==> config.mk <==
export PLATFORM = sky130hd
export DESIGN_NAME = vram_window_server
export DESIGN_NICKNAME = d
export VERILOG_FILES = /design/src/rtl/vram_window_server.sv
export SDC_FILE = /design/constraint.sdc
export NUM_CORES = 1
export LEC_CHECK = 0
export ABC_AREA = 1
export BUFFER_PORTS_ARGS = -buffer_cell sky130_fd_sc_hd__buf_4
export CAP_MARGIN = 15
export CORE_MARGIN = 1.5
export CORE_UTILIZATION = 40
export DETAILED_ROUTE_END_ITERATION = 6
export SLEW_MARGIN = 20
export SYNTH_ARGS = -nofsm -noshare
export SYNTH_HDL_FRONTEND = slang
export SYNTH_SLANG_ARGS = --single-unit
export TNS_END_PERCENT = 5
==> constraint.sdc <==
create_clock -name clk -period 3.5 [get_ports clk]
set_input_delay 0.525 -clock clk [delete_from_list [all_inputs] [get_ports clk]]
set_output_delay 0.525 -clock clk [all_outputs]
set_load 0.1 [all_outputs]
==> src/rtl/vram_window_server.sv <==
// vram_window_server: fetches 5x5 byte windows from SRAM and buffers accelerator writes in a 4-deep FIFO
module vram_window_server (
  input  logic         clk,
  input  logic         reset,
  input  logic         req_valid,
  output logic         req_ready,
  input  logic [23:0]  daddr,
  input  logic [15:0]  image_size,
  output logic [199:0] drdata,
  output logic         rsp_valid,
  input  logic         dwe,
  input  logic [23:0]  destination_addr,
  input  logic [7:0]   dwdata,
  output logic         wr_overflow,
  output logic [23:0]  mem_addr,
  output logic         mem_re,
  output logic         mem_we,
  output logic [7:0]   mem_wdata,
  input  logic [7:0]   mem_rdata
);
  typedef enum logic [1:0] {IDLE, FETCH, RESP} state_t;
  state_t state, state_n;
  logic [23:0] row_base;
  logic [15:0] stride;
  logic [2:0] col;
  logic [4:0] k, cap_k;
  logic cap_v;
  logic [31:0] fifo [4];
  logic [1:0] wp, rp;
  logic [2:0] cnt;
  logic accept, pop, push;
  // k runs one past the last read so the final capture lands before RESP
  always_comb begin
    req_ready = state == IDLE && cnt == 3'd0;
    accept = req_valid && req_ready;
    pop = state == IDLE && cnt != 3'd0;
    push = dwe && (cnt != 3'd4 || pop);
    mem_re = state == FETCH && k != 5'd25;
    mem_we = pop;
    mem_addr = mem_re ? row_base + 24'(col) : mem_we ? fifo[rp][31:8] : 24'd0;
    mem_wdata = mem_we ? fifo[rp][7:0] : 8'd0;
    rsp_valid = state == RESP;
    state_n = accept ? FETCH : (state == FETCH && k == 5'd25) ? RESP : state == RESP ? IDLE : state;
  end
  always_ff @(posedge clk) begin
    if (reset) begin
      state <= IDLE;
      row_base <= 24'd0;
      stride <= 16'd0;
      col <= 3'd0;
      k <= 5'd0;
      cap_k <= 5'd0;
      cap_v <= 1'b0;
      drdata <= '0;
      wp <= 2'd0;
      rp <= 2'd0;
      cnt <= 3'd0;
      wr_overflow <= 1'b0;
    end else begin
      state <= state_n;
      cap_v <= mem_re;
      cap_k <= k;
      if (cap_v) drdata[{cap_k, 3'b000} +: 8] <= mem_rdata;
      if (accept) begin
        row_base <= daddr;
        stride <= image_size;
        col <= 3'd0;
        k <= 5'd0;
      end else if (mem_re) begin
        k <= k + 5'd1;
        col <= col == 3'd4 ? 3'd0 : col + 3'd1;
        if (col == 3'd4) row_base <= row_base + 24'(stride);
      end
      if (push) begin
        fifo[wp] <= {destination_addr, dwdata};
        wp <= wp + 2'd1;
      end
      if (pop) rp <= rp + 2'd1;
      cnt <= cnt + {2'b00, push} - {2'b00, pop};
      if (dwe && !push) wr_overflow <= 1'b1;
    end
  end
endmodule

### After elaboration in Yosys (flattened, before gate mapping)

Memories as Yosys holds them, arrays and structs flattened. A register that Yosys moved wholly into a read port is not among the register bits.
Index checks and enable logic that the tools add are counted.

* memories: 1
* memory bits (writable): 128
* register bits after elaboration: 264

Memories
* fifo: words 4, width 32, rd ports 1, clocked after Yosys merged registers in 1, wr ports 1, line 28 `logic [31:0] fifo [4];`

* equal/unequal tests: 6
* add/sub/neg operators: 9
* reductions and logical operators: 18
* shifts and indexed selects: 2
* multiplexer cells: 16

Operators by type and width (number)
* 200-bit bitwise mux: 1
* 8-bit by 10-bit variable shift with 200-bit output, first input constant: 1
* 8-bit by 10-bit indexed part select with 200-bit output: 1
* 24-bit 2-to-1 mux: 5
* 24-bit by 16-bit adder with 24-bit output: 1
* 24-bit by 3-bit adder with 24-bit output: 1
* 8-bit negator with 10-bit output: 1
* 2-bit 2-to-1 mux: 4
* 8-bit 2-to-1 mux: 1
* 1-bit logical AND: 7
* 2-bit nonzero test: 3
* 3-bit nonzero test: 2
* 5-bit by 1-bit adder with 5-bit output, second input constant: 1
* 5-bit equality test, second input constant: 1
* 5-bit inequality test, second input constant: 1
* 2-bit by 1-bit adder with 2-bit output, second input constant: 2
* 1-bit 2-to-1 mux: 4
* 3-bit by 1-bit adder with 3-bit output: 1
* 3-bit by 1-bit adder with 3-bit output, second input constant: 1
* 3-bit equality test, second input constant: 1
* 3-bit logical NOT: 1
* 3-bit 2-to-1 mux: 1
* 3-bit inequality test, second input constant: 1
* 3-bit by 1-bit subtractor with 3-bit output: 1
* other kinds (7): 7

### Logic depth before layout (Yosys ltp)

Gate-level depths: netlist of the first run.

* word-level depth: 7
* mapped depth: 13
* depth with buffers taken out: 13

### Least setup slack after synthesis of the first run

OpenSTA, ideal clock, no wires.

* kind: reg-to-output
* start: register col[0]
* end: output port mem_addr[14]
* buffers on the path: 0
* path slack: -0.527 ns
* required time: 2.975 ns
* cell stages (with the launch flop): 9
* data arrival time: 3.502 ns
* cell sequence: dfxtp_1 -> ha_1 -> fa_1 -> nand2_1 -> a21oi_1 -> nand2_1 -> nor2_1 -> a21oi_1 -> o21ai_0

* longest elaborated chain between the ends: 2

Ends and longest elaborated chain
* start: declaration: line 25 `logic [2:0] col;`
* start signal: assignment: line 71 `col <= col == 3'd4 ? 3'd0 : col + 3'd1;`
* 24-bit by 3-bit adder with 24-bit output: line 40 `mem_addr = mem_re ? row_base + 24'(col) : mem_we ? fifo[rp][31:8] : 24'd0;`
* 24-bit 2-to-1 mux: line 40
* end: declaration: line 15 `output logic [23:0] mem_addr,`

No other way between the ends.

### Worst setup path after layout of the first run

* start: register row_base[0]
* end: output port mem_addr[22]

* longest elaborated chain between the ends: 2

Ends and longest elaborated chain
* start: declaration: line 23 `logic [23:0] row_base;`
* start signal: assignment: line 65 `row_base <= daddr;`
* start signal: assignment: line 72 `if (col == 3'd4) row_base <= row_base + 24'(stride);`
* 24-bit by 3-bit adder with 24-bit output: line 40
* 24-bit 2-to-1 mux: line 40

No other way between the ends.

==> flow_summary.yaml, run 1 <==
status:
  status: "complete, no violations"
final_layout:
  ant_cells: 0
  share_of_cells_above_drive_strength_1: 0.189
  flow.area_growth_from_synthesis_pct: 25.6
  layout.filler_cells: 4190
  design_area_sq_mm: 0.0218
  final_cells: 3083
  finalNetCount: 2585
logic_synthesis:
  ys_types: 49
  synth_compound_gate_area_share: 0.137
  muxShareOfSynthArea: 0.000576
  syn_nets: 2282
  postSynthCellCount: 2162
  count_of_warnings_emitted_by_yosys: 0
  seq_area_frac_synth: 0.528
  synth_edf_count: 128
  synth_top_area_cell: "sky130_fd_sc_hd__dfxtp_1"
  postSynthRegisterBits: 394
  yosys.area_share.adder: 0.0272
  synth.cell_area_sq_mm: 0.0174
  synth_top_family_by_area: "simple AND/OR/NAND/NOR gates"
  synth-main-ff-cell: "sky130_fd_sc_hd__dfxtp_1"
  synth_xor_xnor_area_share: 0.00901
  synth_top_cells_by_area: "sky130_fd_sc_hd__dfxtp_1 (31%), sky130_fd_sc_hd__edfxtp_1 (22%), sky130_fd_sc_hd__nor2_1 (9.6%)"
  async_flop_share: 0
  synth.top_cell.area_share: 0.307
  synthesized_area_per_cell_sq_um: 8.03
  yosys.area_share.simple: 0.232
timing:
  tightestPinTransition_ns: 0.899
  hold_violations_final: 0
  hold_ws_ns: 0.156
  min_period_ns: 3.34
  achievable-frequency_ghz: 0.299
  finalCritPeriodShare: 0.955
  timing.max_slew.rel_slack: 0.400
  setup-tns-final_ns: 0
  finalSetupViolations: 0
  skew_ns: 0.0179
  finalMaxSlewViolations: 0
clock_network:
  cts_root_buf: "sky130_fd_sc_hd__clkbuf_16"
  tritoncts: "done"
  worst_setup_hold_path_clk_slew_ns: 0.06
  cts_max_level: 2
  cts-buffers-inserted: 44
  clock_insertion_delay_worst_skew_ns: 0.58
  cts.repair_timing.setup_buffer_count: 0
  cts_sinks: 394
  clock_tree.buffer_depth: 3
floorplan:
  floorplan.initialDensity: 0.404
  dieWidth_um: 211
  die_area_sq_mm: 0.0447
  rows: 76
  core_area_sq_mm: 0.0430
  number_of_top_level_design_ports: 321
  die_y_um: 211
global_route:
  first_global_vias: 14300
  pin_count_of_the_biggest_net_entering_global_routing: 193
  gr-usage-all-layers: 0.244
  grt_first_pass_wirelength_um: 83200
  antenna_found_initial: 0
  grt-ovfl-total: 0
route:
  dr_vias: 15500
  antenna_left: 0
  drt_pre_antenna_iters: 5
  detail_route.iter0.violations: 1202
  detail_route.vias_per_cell: 5.03
  wl_um: 55500
  drc: 0
  wl_per_cell_um: 18.0
flow_run:
  max_cap_viol_count: 0
setup_path:
  critical_path.max_fanout: 4
  endpoint_kind: "output port"
  worst-endpoint-required_ns: 2.97
  cp.arrival_ns: 2.82
  setup_crit_path_kind: "reg -> out"
  setup.worst_path.start_class: "flop"
power:
  leakage_nw: 9.66
  pwr_density_cell_mw_per_mm2: 692
  pwr-share-comb: 0.342
  p_seq_frac: 0.345
  power_report.internal_total_mw: 9.06
  clock_power_share: 0.313
  sw_frac_of_total: 0.400
  p_switching_mw: 6.03
  worst_ir_drop_vdd_mv: 0.987
placed_design:
  routabilityCongestion: 0.949
  detailed_placer_s_ending_hpwl_um: 39900
  placed_area_sq_mm: 0.0203
  placed_cells: 3004
  port_buffers: 320
min_path:
  hold_path.class: "in -> reg"
layout make-up:
cell class | instances | area (sq um) | share of cell area
repair buffers | 339 | 2580 | 0.118
inverters | 206 | 776 | 0.0356
well taps | 585 | 732 | 0.0335
clock inverters | 20 | 250 | 0.0115
clock buffers | 59 | 1220 | 0.0559
multi-input cells | 1480 | 7090 | 0.325
flip-flops and latches | 394 | 9170 | 0.420
flip-flops by register name, summed over array words and instances (netlist names), named ones only:
signal       count
row_base        24
drdata         200
rp               2
cnt              3
fifo           128
cap_v            1
state            2
wr_overflow      1
cap_k            5
col              3
wp               2
k                5
stride          16
cell families (layout without fill, tap and decap cells):
family	after synthesis	count (layout)
fa+ha+maj	36	36
simple gates	976	976
xor+xnor	17	17
compound gates	450	450
flops	394	394
mux	1	1
buf+inv	288	624
synth_stat cells, drive strengths merged, types with 12 or more instances:
library cell and count:
nor2 463, nand2 394, dfxtp 266, o21ai 252, inv 204, a21oi 155, edfxtp 128, nand3 69
clkbuf 60, ha 33, buf 22, nor3 22, nand4 20, o22ai 13, xor2 12
worst max-delay path, cell delays in order (launching register included):
cell and delay [ns]:
sky130_fd_sc_hd__dfxtp_1 0.38, sky130_fd_sc_hd__ha_1 0.20, sky130_fd_sc_hd__fa_1 0.18, sky130_fd_sc_hd__nand2_1 0.09, sky130_fd_sc_hd__a21oi_2 0.20, sky130_fd_sc_hd__nand2_1 0.09
sky130_fd_sc_hd__nor2_1 0.18, sky130_fd_sc_hd__nand4_1 0.13, sky130_fd_sc_hd__xor2_1 0.31, sky130_fd_sc_hd__nand2_1 0.10, sky130_fd_sc_hd__nand2_1 0.09, sky130_fd_sc_hd__buf_4 0.29
routing by layer:
metal | global-route usage | routed length [um]
met4 | 0.0988 | 2020
met1 | 0.327 | 24500
met2 | 0.383 | 24900
met3 | 0.0522 | 4190
met5 | 0 | 0
metrics by stage:
| step | setup slack [ns] | utilization | power, mW |
|---|---|---|---|
| final | 0.157 | 0.508 | 15.1 |
| after global routing | -0.00825 | 0.508 | 15.7 |
| after CTS | 0.0174 | 0.507 | 15.1 |
| after detailed placement | 0.494 | 0.473 | 10.4 |
| after global placement | 0.563 | 0.473 | 10.4 |
| after floorplan | -0.472 | - | 9.05 |
placed cells by master, fill, tap and decap left out, drive strengths merged, types with 2 or more instances in the layout:
master    synthesis  routed
a211oi            3       3
a21o              3       3
a21oi           155     155
a221o             9       9
a221oi            3       3
a32o              4       4
and2              2       2
buf              22     339
bufinv            0       6
clkbuf           60      59
clkinv            2      12
clkinvlp          0       2
dfxtp           266     266
edfxtp          128     128
fa                3       3
ha               33      33
inv             204     206
nand2           394     394
nand3            69      69
nand3b            2       2
nand4            20      20
nor2            463     463
nor3             22      22
o211ai            3       3
o21ai           252     252
o22ai            13      13
or2               3       3
xnor2             5       5
xor2             12      12
power by group through the flow:
stage | clock, mW | combinational [mW] | sequential [mW]
final | 4.72 | 5.16 | 5.21
after global routing | 4.99 | 5.49 | 5.23
after CTS | 4.80 | 5.15 | 5.20
after detailed placement | 0 | 5.12 | 5.29
after global placement | 0 | 5.10 | 5.29
after floorplan | 0 | 3.72 | 5.33
worst paths after layout:
path	from	to	slack [ns]	cells after the start
worst max-delay path	row_base[0]	mem_addr[22]	0.16	11
worst min-delay path	destination_addr[19]	fifo[2][27]	0.16	1
worst max register to register	cap_k[0]	drdata[78]	0.75	8
worst min register to register	drdata[33]	drdata[33]	0.47	2
what timing repair did:
action / CTS / global route
pin swaps: 0 / 0
hold buffers: 0 / 0
endpoints found under the hold margin: 0 / 0
endpoints found under the setup margin: 3 / 6
gates resized for setup: 2 / 9
Power figures use the tool's default switching activity.
==> inputs of run 2 (changes only) <==
Settings changed: CORE_UTILIZATION 40 to 60, PLACE_DENSITY from default to 0.85, RECOVER_POWER from default to 50.
Clock period 3.5 ns to 3.9 ns, I/O delays scaled along.
==> flow_summary.yaml, run 2 (synthesis results as in run 1) <==
global_route:
  first_global_vias: 15400
  gr-usage-all-layers: 0.341
  grt-ovfl-total: 0
  grt_first_pass_wirelength_um: 81300
  antenna_found_initial: 2
  pin_count_of_the_biggest_net_entering_global_routing: 153
placed_design:
  routabilityCongestion: 0.962
  pre_cts_ws_ns: 0.931
  port_buffers: 320
  detailed_placer_s_ending_hpwl_um: 36700
  placed_cells: 2803
  placed_area_sq_mm: 0.0201
final_layout:
  postLayoutCoreUtil: 0.718
  top_register: "drdata"
  multi_input_area_sq_mm: 0.00707
  final_cells: 2878
  mostFrequentLayoutCell: "sky130_fd_sc_hd__nor2_1"
  design_area_sq_mm: 0.0205
  share_of_cells_above_drive_strength_1: 0.0935
  flow.area_growth_from_synthesis_pct: 18.3
  regArea_sq_mm: 0.00917
  largest_reg_flops: 200
  final_cell_mix: "sky130_fd_sc_hd__nor2_1 (442), sky130_fd_sc_hd__nand2_1 (383), sky130_fd_sc_hd__dfxtp_1 (265), sky130_fd_sc_hd__o21ai_0 (246), sky130_fd_sc_hd__clkbuf_1 (243)"
  finalNetCount: 2581
  largest_registers_ranked_by_flip_flop_count: "drdata x200, fifo x128, row_base x24"
  layout.filler_cells: 2398
timing:
  hold_ws_ns: 0.294
  tightestPinTransition_ns: 1.90
  skew_ns: 0.0165
  min_period_ns: 3.55
  timing.final.ws_setup_ns: 0.350
  finalCritPeriodShare: 0.910
  hold_violations_final: 0
  setup-tns-final_ns: 0
  timing.max_slew.rel_slack: -0.266
  rsz0062_at_grt: "false"
  achievable-frequency_ghz: 0.282
  finalSetupViolations: 0
  finalMaxSlewViolations: 37
floorplan:
  dieWidth_um: 173
  rows: 62
  number_of_top_level_design_ports: 321
  die_area_sq_mm: 0.0300
  floorplan.initialDensity: 0.607
  core_area_sq_mm: 0.0286
  die_y_um: 173
status:
  status: "complete, but fails checks"
  failed_checks: "capacitance limit, slew limit"
route:
  met2WireLength_um: 24400
  detail_route.iter0.violations: 1504
  wl_um: 52800
  drc: 0
  topRoutingLayerUsed: "met4"
  wl_met1_um: 21700
  dr_vias: 16300
  wl_per_cell_um: 18.3
  detail_route.vias_per_cell: 5.65
  wl_met3_um: 4540
  drt_pre_antenna_iters: 6
  antenna_left: 0
setup_path:
  rrSetupSlack_ns: 0.83
  cp.arrival_ns: 2.96
  critical_path.max_fanout: 6
  timing.rr.start: "cap_k[0]"
  setup_crit_path_kind: "reg -> out"
  worst_r2r_path_depth: 10
  worst-endpoint-required_ns: 3.31
  end_of_the_worst_register_to_register_path: "drdata[18]"
  endpoint_kind: "output port"
  setup.worst_path.start_class: "flop"
power:
  leakage_nw: 8.62
  worst_ir_drop_vdd_mv: 0.822
  totalPowerFinal_mw: 13.2
  power_report.internal_total_mw: 7.84
  pwr_density_cell_mw_per_mm2: 645
  p_switching_mw: 5.41
  pwr-share-comb: 0.348
  sw_frac_of_total: 0.408
  p_seq_frac: 0.353
  clock_power_share: 0.298
clock_network:
  cts.repair_timing.setup_buffer_count: 0
  clock_tree.buffer_depth: 3
  tritoncts: "done"
  cts_sinks: 394
  cts-buffers-inserted: 40
  clock_insertion_delay_worst_skew_ns: 0.54
  cts_root_buf: "sky130_fd_sc_hd__clkbuf_16"
  cts_hold_repair.buffers: 0
  worst_setup_hold_path_clk_slew_ns: 0.06
  cts_max_level: 2
  cts_resized: 0
min_path:
  min_from: "destination_addr[9]"
  hold_path.class: "in -> reg"
  holdPathStages: 1
  whs_endpoint: "fifo[1][17]"
flow_run:
  max_cap_viol_count: 1
run 2: worst max-delay path by stage:
| stage | from | end | slack (ns) | cells after the start |
|---|---|---|---|---|
| CTS | flop | mem_wdata[7] | 0.36 | 6 |
| global placement | col[0] | mem_addr[16] | 0.97 | 13 |
| detailed placement | col[0] | mem_addr[16] | 0.93 | 13 |
| floorplan | row_base[0] | mem_addr[8] | -0.13 | 9 |
| global route | row_base[0] | mem_addr[16] | 0.12 | 13 |
| finish | row_base[0] | mem_addr[16] | 0.35 | 13 |
run 2: final cells by class:
| cell class | count | share of cell area |
|---|---|---|
| tap | 384 | 0.0234 |
| multi-input combinational | 1480 | 0.344 |
| timing repair buffer | 339 | 0.0813 |
| sequential | 394 | 0.446 |
| antenna | 3 | 0.000366 |
| clock buffer | 60 | 0.0583 |
| inverter | 206 | 0.0376 |
| clock inverter | 12 | 0.00847 |
run 2: critical path, cell delays in order (launching register included):
cell                      delay (ns)
sky130_fd_sc_hd__dfxtp_1        0.38
sky130_fd_sc_hd__ha_1           0.20
sky130_fd_sc_hd__fa_1           0.18
sky130_fd_sc_hd__nand2_1        0.08
sky130_fd_sc_hd__a21oi_1        0.34
sky130_fd_sc_hd__nand2_1        0.09
sky130_fd_sc_hd__nor2_1         0.30
sky130_fd_sc_hd__inv_1          0.12
sky130_fd_sc_hd__nor3_1         0.20
sky130_fd_sc_hd__nor2_1         0.06
sky130_fd_sc_hd__nor2_1         0.09
sky130_fd_sc_hd__nand2_1        0.06
sky130_fd_sc_hd__nand2_1        0.05
sky130_fd_sc_hd__buf_4          0.28
run 2: routing by layer:
metal  GRT usage  vias to the layer above
met5           0                        -
met4       0.139                        0
met3      0.0600                      151
met2       0.556                      793
li1            -                     7702
met1       0.451                     7617
run 2: power by group through the flow:
| stage | clock (mW) | sequential, mW | combinational [mW] |
|---|---|---|---|
| 2_1_floorplan | 0 | 4.78 | 3.34 |
| 3_3_place_gp | 0 | 4.74 | 4.49 |
| 3_5_place_dp | 0 | 4.75 | 4.57 |
| 4_1_cts | 3.97 | 4.67 | 4.61 |
| 5_1_grt | 4.13 | 4.69 | 4.88 |
| 6_report | 3.95 | 4.68 | 4.61 |
==> inputs of run 3 (changes only) <==
Settings changed: GPL_TIMING_DRIVEN from default to 0.
==> flow_summary.yaml, run 3 (synthesis results as in run 1) <==
status:
  status: "complete, no violations"
timing:
  achievable-frequency_ghz: 0.276
  rsz0062_at_grt: "false"
  finalCritPeriodShare: 0.927
  skew_ns: 0.0159
  hold_violations_final: 0
  timing.max_slew.rel_slack: 0.127
  tightestPinTransition_ns: 1.31
  timing.final.ws_setup_ns: 0.283
  finalMaxSlewViolations: 0
  min_period_ns: 3.62
  finalSetupViolations: 0
setup_path:
  critical_path.max_fanout: 10
  setup_crit_path_kind: "reg -> out"
  timing.rr.start: "cap_k[0]"
  setup.worst_path.start_class: "flop"
  endpoint_kind: "output port"
  worst_r2r_path_depth: 11
  end_of_the_worst_register_to_register_path: "drdata[25]"
  rrSetupSlack_ns: 0.89
  cp.arrival_ns: 3.03
  worst-endpoint-required_ns: 3.31
clock_network:
  tritoncts: "done"
  clock_insertion_delay_worst_skew_ns: 0.55
  worst_setup_hold_path_clk_slew_ns: 0.07
  cts_sinks: 394
  cts_max_level: 2
  clock_tree.buffer_depth: 3
  cts-buffers-inserted: 41
  cts_root_buf: "sky130_fd_sc_hd__clkbuf_16"
  cts_resized: 0
  cts.repair_timing.setup_buffer_count: 0
  cts_hold_repair.buffers: 0
route:
  drt_pre_antenna_iters: 6
  drc: 0
  wl_per_cell_um: 19.1
  wl_um: 56300
  antenna_left: 0
  detail_route.vias_per_cell: 5.71
  dr_vias: 16800
  detail_route.iter0.violations: 2010
power:
  sw_frac_of_total: 0.410
  leakage_nw: 8.77
  worst_ir_drop_vdd_mv: 0.742
  clock_power_share: 0.310
  power_report.internal_total_mw: 8.06
  pwr_density_cell_mw_per_mm2: 652
  p_seq_frac: 0.343
  pwr-share-comb: 0.347
  p_switching_mw: 5.60
global_route:
  antenna_found_initial: 1
  global_route.peak_usage_layer: "met2"
  grt_util_met1: 0.493
  gr-usage-all-layers: 0.368
  first_global_vias: 16000
  grt_util_met3: 0.0638
  grt_first_pass_wirelength_um: 86500
  pin_count_of_the_biggest_net_entering_global_routing: 21
  grt-ovfl-total: 0
  grtUsageMet2: 0.583
min_path:
  hold_path.class: "in -> reg"
  whs_endpoint: "fifo[2][3]"
  min_from: "dwdata[3]"
  holdPathStages: 1
final_layout:
  share_of_cells_above_drive_strength_1: 0.0925
  layout.filler_cells: 2373
  largest_reg_flops: 200
  largest_registers_ranked_by_flip_flop_count: "drdata x200, fifo x128, row_base x24"
  top_register: "drdata"
  mostFrequentLayoutCell: "sky130_fd_sc_hd__nor2_1"
  finalNetCount: 2648
  multi_input_area_sq_mm: 0.00707
  regArea_sq_mm: 0.00917
  postLayoutCoreUtil: 0.732
  final_cell_mix: "sky130_fd_sc_hd__nor2_1 (442), sky130_fd_sc_hd__nand2_1 (385), sky130_fd_sc_hd__clkbuf_1 (297), sky130_fd_sc_hd__dfxtp_1 (266), sky130_fd_sc_hd__o21ai_0 (246)"
  flow.area_growth_from_synthesis_pct: 20.7
placed_design:
  routabilityCongestion: 0.960
  detailed_placer_s_ending_hpwl_um: 40700
  pre_cts_ws_ns: 0.276
  port_buffers: 319
floorplan:
  dieWidth_um: 173
  core_area_sq_mm: 0.0286
  rows: 62
  die_y_um: 173
  die_area_sq_mm: 0.0300
  floorplan.initialDensity: 0.607
  number_of_top_level_design_ports: 321
flow_run:
  max_cap_viol_count: 0
[run 3: changes by cell type in the layout (fill, tap and decap cells not counted), moves of 3 or more]
cell / change
sky130_fd_sc_hd__buf_2: +10
sky130_fd_sc_hd__clkbuf_8: -5
sky130_fd_sc_hd__nor2_4: +4
sky130_fd_sc_hd__inv_2: -3
sky130_fd_sc_hd__buf_4: -10
sky130_fd_sc_hd__bufinv_16: +4
sky130_fd_sc_hd__inv_1: +3
sky130_fd_sc_hd__nor2_2: -4
sky130_fd_sc_hd__clkinv_1: +4
sky130_fd_sc_hd__clkbuf_1: +54
sky130_fd_sc_hd__buf_16: +4
sky130_fd_sc_hd__clkinvlp_4: +3
[run 3: layout make-up]
| class | count | share of cell area |
|---|---|---|
| Sequential cell | 394 | 0.437 |
| Clock buffer | 49 | 0.0538 |
| Tap cell | 384 | 0.0229 |
| Antenna cell | 1 | 0.000119 |
| Inverter | 206 | 0.0369 |
| Timing Repair Buffer | 323 | 0.0776 |
| Multi-Input combinational cell | 1480 | 0.337 |
| Clock inverter | 27 | 0.0165 |
| Buffer | 82 | 0.0173 |
[run 3: stage by stage]
stage | power (mW) | cell area, sq um | hold WS [ns] | instances | TNS, ns
CTS | 13.6 | 21900 | 0.222 | 2945 | 0
floorplan | 8.12 | 17400 | 0.429 | 2162 | -0.422
finish | 13.7 | 21000 | 0.296 | 2946 | 0
global placement | 9.34 | 20200 | 0.446 | 2865 | -146.86
global route | 14.1 | 21000 | 0.294 | 2946 | 0
detailed placement | 9.44 | 20400 | 0.456 | 2869 | 0
[run 3: worst max path at each step]
stage	start	end
floorplan	row_base[0]	mem_addr[8]
global placement	reset	fifo[2][17]
detailed placement	reset	fifo[2][17]
CTS	k[1]	mem_addr[3]
global route	col[0]	mem_addr[16]
finish	flop	mem_addr[15]
[run 3: worst max-delay path, cell delays in order, from the launching register on]
cell                       delay (ns)
sky130_fd_sc_hd__dfxtp_1         0.45
sky130_fd_sc_hd__clkbuf_1        0.45
sky130_fd_sc_hd__clkbuf_1        0.54
sky130_fd_sc_hd__nor2_1          0.11
sky130_fd_sc_hd__o22ai_1         0.28
sky130_fd_sc_hd__nand2_1         0.15
sky130_fd_sc_hd__o21ai_0         0.15
sky130_fd_sc_hd__buf_4           0.34
[run 3: per-layer routing]
metal	routed length (um)	share of wire
met2	25600	0.45
met4	2560	0.045
met1	22700	0.40
met3	5450	0.097
met5	0	0
[run 3: power by group through the flow]
stage	registers (mW)	clock network (mW)	logic, mW
global route	4.70	4.43	4.97
finish	4.69	4.23	4.74
CTS	4.68	4.24	4.72
detailed placement	4.76	0	4.68
global placement	4.76	0	4.58
floorplan	4.78	0	3.34
